===== src/rtl/uart_arbiter.sv =====
// Two-requester round-robin arbiter in front of a byte UART transmitter,
// plus a single-entry holding register with overrun detection for the receiver.
module uart_arbiter (
    input  logic       clk,
    input  logic       rst_n,
    input  logic       req0_valid,
    input  logic [7:0] req0_data,
    output logic       req0_ready,
    input  logic       req1_valid,
    input  logic [7:0] req1_data,
    output logic       req1_ready,
    output logic       uart_start_tx,
    output logic [7:0] uart_tx_value,
    input  logic       uart_tx_done,
    input  logic       uart_rx_available,
    input  logic [7:0] uart_rx_value,
    output logic       uart_rx_clear,
    output logic       rx_valid,
    output logic [7:0] rx_data,
    input  logic       rx_read,
    output logic       rx_overrun,
    output logic       tx_busy,
    output logic       tx_grant
);

    typedef enum logic [1:0] {
        T_IDLE    = 2'd0,
        T_SEND    = 2'd1,
        T_RELEASE = 2'd2
    } tx_state_t;

    typedef enum logic {
        R_WAIT  = 1'b0,
        R_CLEAR = 1'b1
    } rx_state_t;

    tx_state_t tx_state;
    rx_state_t rx_state;
    logic      prio;        // requester preferred on a tie; 0 after reset
    logic      any_valid;
    logic      winner;
    logic      grant_now;
    logic      capture;

    // Round-robin pick: a lone requester always wins, a tie goes to prio.
    always_comb begin
        any_valid = req0_valid | req1_valid;
        if (req0_valid && req1_valid) begin
            winner = prio;
        end else if (req1_valid) begin
            winner = 1'b1;
        end else begin
            winner = 1'b0;
        end
    end

    // Ready is combinational so the byte is taken on the same edge it is acknowledged.
    assign grant_now  = rst_n & (tx_state == T_IDLE) & any_valid;
    assign req0_ready = grant_now & ~winner;
    assign req1_ready = grant_now & winner;
    assign capture    = (rx_state == R_WAIT) & uart_rx_available;

    // Transmit FSM: grant, hold start until done, wait for done to drop.
    always_ff @(posedge clk) begin
        if (!rst_n) begin
            tx_state      <= T_IDLE;
            uart_start_tx <= 1'b0;
            uart_tx_value <= 8'h00;
            tx_busy       <= 1'b0;
            tx_grant      <= 1'b0;
            prio          <= 1'b0;
        end else begin
            case (tx_state)
                T_IDLE: begin
                    if (any_valid) begin
                        uart_tx_value <= winner ? req1_data : req0_data;
                        tx_grant      <= winner;
                        prio          <= ~winner;
                        uart_start_tx <= 1'b1;
                        tx_busy       <= 1'b1;
                        tx_state      <= T_SEND;
                    end
                end
                T_SEND: begin
                    if (uart_tx_done) begin
                        uart_start_tx <= 1'b0;
                        tx_state      <= T_RELEASE;
                    end
                end
                T_RELEASE: begin
                    if (!uart_tx_done) begin
                        tx_busy  <= 1'b0;
                        tx_state <= T_IDLE;
                    end
                end
                default: begin
                    uart_start_tx <= 1'b0;
                    tx_busy       <= 1'b0;
                    tx_state      <= T_IDLE;
                end
            endcase
        end
    end

    // Receive FSM: one capture per byte, clear held until the UART drops available.
    always_ff @(posedge clk) begin
        if (!rst_n) begin
            rx_state      <= R_WAIT;
            uart_rx_clear <= 1'b0;
        end else begin
            case (rx_state)
                R_WAIT: begin
                    if (uart_rx_available) begin
                        uart_rx_clear <= 1'b1;
                        rx_state      <= R_CLEAR;
                    end
                end
                R_CLEAR: begin
                    if (!uart_rx_available) begin
                        uart_rx_clear <= 1'b0;
                        rx_state      <= R_WAIT;
                    end
                end
                default: begin
                    uart_rx_clear <= 1'b0;
                    rx_state      <= R_WAIT;
                end
            endcase
        end
    end

    // Holding register: a capture wins over a pop; overrun only when unread data is lost.
    always_ff @(posedge clk) begin
        if (!rst_n) begin
            rx_valid   <= 1'b0;
            rx_data    <= 8'h00;
            rx_overrun <= 1'b0;
        end else if (capture) begin
            rx_data  <= uart_rx_value;
            rx_valid <= 1'b1;
            if (rx_valid && !rx_read) begin
                rx_overrun <= 1'b1;
            end
        end else if (rx_read && rx_valid) begin
            rx_valid   <= 1'b0;
            rx_overrun <= 1'b0;
        end
    end

endmodule


===== config.mk =====
export PLATFORM = sky130hd
export DESIGN_NAME = uart_arbiter
export DESIGN_NICKNAME = d
export VERILOG_FILES = /design/src/rtl/uart_arbiter.sv
export SDC_FILE = /design/constraint.sdc
export NUM_CORES = 1
export LEC_CHECK = 0
export BUFFER_PORTS_ARGS = -buffer_cell sky130_fd_sc_hd__buf_2
export CORE_MARGIN = 4
export CORE_UTILIZATION = 42
export CTS_BUF_LIST = sky130_fd_sc_hd__clkbuf_4
export DETAILED_ROUTE_END_ITERATION = 16
export PLACE_DENSITY = 0.77
export SYNTH_ARGS = -nofsm -noshare
export SYNTH_HDL_FRONTEND = slang
export SYNTH_SLANG_ARGS = --single-unit

===== constraint.sdc =====
create_clock -name clk -period 1.5 [get_ports clk]
set_clock_uncertainty 0.2 [all_clocks]
set_input_delay 0.3 -clock clk [delete_from_list [all_inputs] [get_ports clk]]
set_output_delay 0.3 -clock clk [all_outputs]
set_load 0.005 [all_outputs]

==> impl_metrics.tcl <==
set metrics [dict create \
    status "finished with violations" \
    violations "setup timing" \
    syn_inst 121 \
    hold_path.class "input pin to flip-flop" \
    fin_util 0.646 \
    synth_area_leaders "dfxtp_1 (47%), mux2i_1 (7.2%), nand3_1 (5.4%), nand4_1 (4.5%), nor2_1 (4.4%)" \
    vias_per_cell 5.07 \
    overflow 0 \
    initial_core_util 0.442 \
    numPortBuffers 54 \
    hold_violations 0 \
    power-per-cell-area_mw_per_mm2 993 \
    rsz0062_at_grt "yes" \
    timing.hold.ws_ns 0.0187 \
    ant_nets 0 \
    relSlewSlack 0.742 \
    gp_congestion 0.729 \
    grt_usage 0.165 \
    ir_worst_vdd_v 0.000816 \
    final_layout_size_suffix_gt1_frac 0.416 \
    p_total_mw 1.60 \
    yosysUniqueCellTypes 30 \
    grt_max_degree 18 \
    drc 0 \
    syn-num-nets 153 \
    cap_violations 0 \
    design.die.area_mm2 0.00352 \
    path_class "flip-flop to primary output" \
    yosysTopAreaCell "dfxtp_1" \
    swShare 0.250 \
    fin_tns_setup_ns -0.407 \
    period_needed_ns 1.72 \
    synth_top_area_frac 0.471 \
    cts-root-buf "clkbuf_4" \
    power_switching_mw 0.401 \
    fill_cells 198 \
    syn2layout_area_growth_pct 45.9 \
    diodes 0 \
    timing.final.crit_share 1.14 \
    dpl.hpwl_mm 2.07 \
    antenna_found_initial 0 \
    fin_area_mm2 0.00161 \
    h-tree-depth 1 \
    fin_nets 223 \
    layout_setup_ws_ns -0.216 \
    firstDrtPassIters 4 \
    leakagePower_nw 0.779 \
    power_frac_comb 0.218 \
    grt_pass1_vias 1087 \
    path_max_fanout 3 \
    clk_pin_slew_ns 0.14 \
    ys_seq_area_frac 0.471 \
    seqPwrFrac 0.487 \
    die_height_um 59.3 \
    syn-cell-area_mm2 0.00111 \
    ys_warn_count 0 \
    clkPwrFrac 0.295 \
    grt_pass1_wl_mm 4.49 \
    row_count 18 \
    io_pins 55 \
    numCtsBuffers 3 \
    report.final.slew_viol_count 0 \
    routed_wl_mm 2.83 \
    synth_seq_cells 26 \
    clock_sinks 26 \
    avgSynthCellArea_um2 9.14 \
    vias 1115 \
    core_mm2 0.00250 \
    routedWlPerCell_um 12.9 \
    setup_viol 2 \
    cp-start-kind "flip-flop" \
    die_x_um 59.3 \
    worstMarginPinSlew_ns 0.384 \
    drt_iter0_markers 36 \
    required_ns 1.00 \
    clock_path_buffers 2 \
    crit_path_end_kind "primary output" \
    cts_tree "yes" \
    crit_arrival_ns 1.22 \
    clk_latency_ns 0.32 \
    p_int_mw 1.20 \
    dpl_cell_area_mm2 0.00145 \
    fmax_mhz 583 \
]
[power groups by stage]
| stage | combinational, mW | sequential (mW) | clock [mW] |
|---|---|---|---|
| floorplan | 0.169 | 0.796 | 0 |
| CTS | 0.341 | 0.781 | 0.486 |
| global placement | 0.310 | 0.796 | 0 |
| detailed placement | 0.316 | 0.799 | 0 |
| global route | 0.387 | 0.787 | 0.521 |
| finish | 0.350 | 0.780 | 0.472 |
[layer usage]
layer  share of wire  global-route usage  routed length (um)  vias up
li1                -                   -                   -      567
met1            0.41               0.180                1170      497
met2            0.49               0.300                1390       49
met3           0.093              0.0458                 264        2
met4          0.0035              0.0583                  10        0
met5               0                   0                   0        -
[Yosys cell counts (all sizes together)]
cell and number:
buf 7, a31oi 4, dfxtp 26, or2 1
inv 4, a211oi 1, a31o 2, xor2 1
a21boi 1, a21oi 5, nand3 12, nand2b 1
o21ai 8, nor2b 2, nand2 4, nor2 15
mux2i 8, o211ai 4, and2 2, ha 1
clkbuf 1, nand4 8, nor3b 1, and3 2
[area by class of cell]
class | instances | area (um2) | share of cell area
clock buffers | 3 | 22.5 | 0.0140
clock inverters | 1 | 30.0 | 0.0186
inverters | 4 | 15.0 | 0.00930
multi-input cells | 83 | 528 | 0.327
flip-flops and latches | 26 | 528 | 0.327
well taps | 30 | 37.5 | 0.0233
repair buffers | 73 | 453 | 0.281
[through the flow]
step	cells	setup slack, ns
after floorplan	121	0.0321
after global placement	207	0.116
after detailed placement	207	0.0928
after CTS	219	-0.235
after global routing	220	-0.291
final	220	-0.216
[sequential cells by signal (all words and copies together), names as in the netlist]
signal         cells
rx_state           1
rx_data            8
uart_start_tx      1
uart_tx_value      8
rx_overrun         1
tx_state           2
uart_rx_clear      1
tx_grant           1
tx_busy            1
prio               1
rx_valid           1
[layout by cell type (no fill, tap or decap), types with 5 or more instances in the layout]
master,instances
dfxtp_1,24
buf_4,10
mux2i_1,8
dlygate4sd3_1,7
nand3_1,12
o21ai_1,6
a21oi_1,5
nand4_1,8
buf_2,53
nor2_1,13
[cells by family after synthesis]
kind of cell | count (synthesis) | synth area share
multiplexers | 8 | 0.0724
buffers and inverters | 12 | 0.0566
AO/OA/AOI/OAI | 25 | 0.146
flip-flops | 26 | 0.471
XOR/XNOR | 1 | 0.00792
AND/OR/NAND/NOR | 48 | 0.235
adder cells (fa/ha/maj) | 1 | 0.0113
[path summary, 6_finish.rpt]
check / cells past startpoint / endpoint / slack, ns / startpoint
max: 3 / req1_ready / -0.22 / tx_state[1]
min: 3 / uart_tx_value[1] / 0.02 / req1_data[1]
max reg2reg: 5 / tx_grant / 0.03 / tx_state[1]
min reg2reg: 2 / uart_start_tx / 0.26 / uart_start_tx
[repair_timing]
action	in CTS	in global routing
endpoints found under the setup margin	2	5
pin swaps	2	3
cloned	0	0
setup buffers	2	0
hold buffers	6	1
resized for setup	5	2
endpoints found under the hold margin	6	1
[critical path, stage by stage (launching register included)]
cell	delay [ns]
dfxtp_4	0.38
nor3b_4	0.22
and3_4	0.22
buf_6	0.09
(Power assumes the default switching activity.)
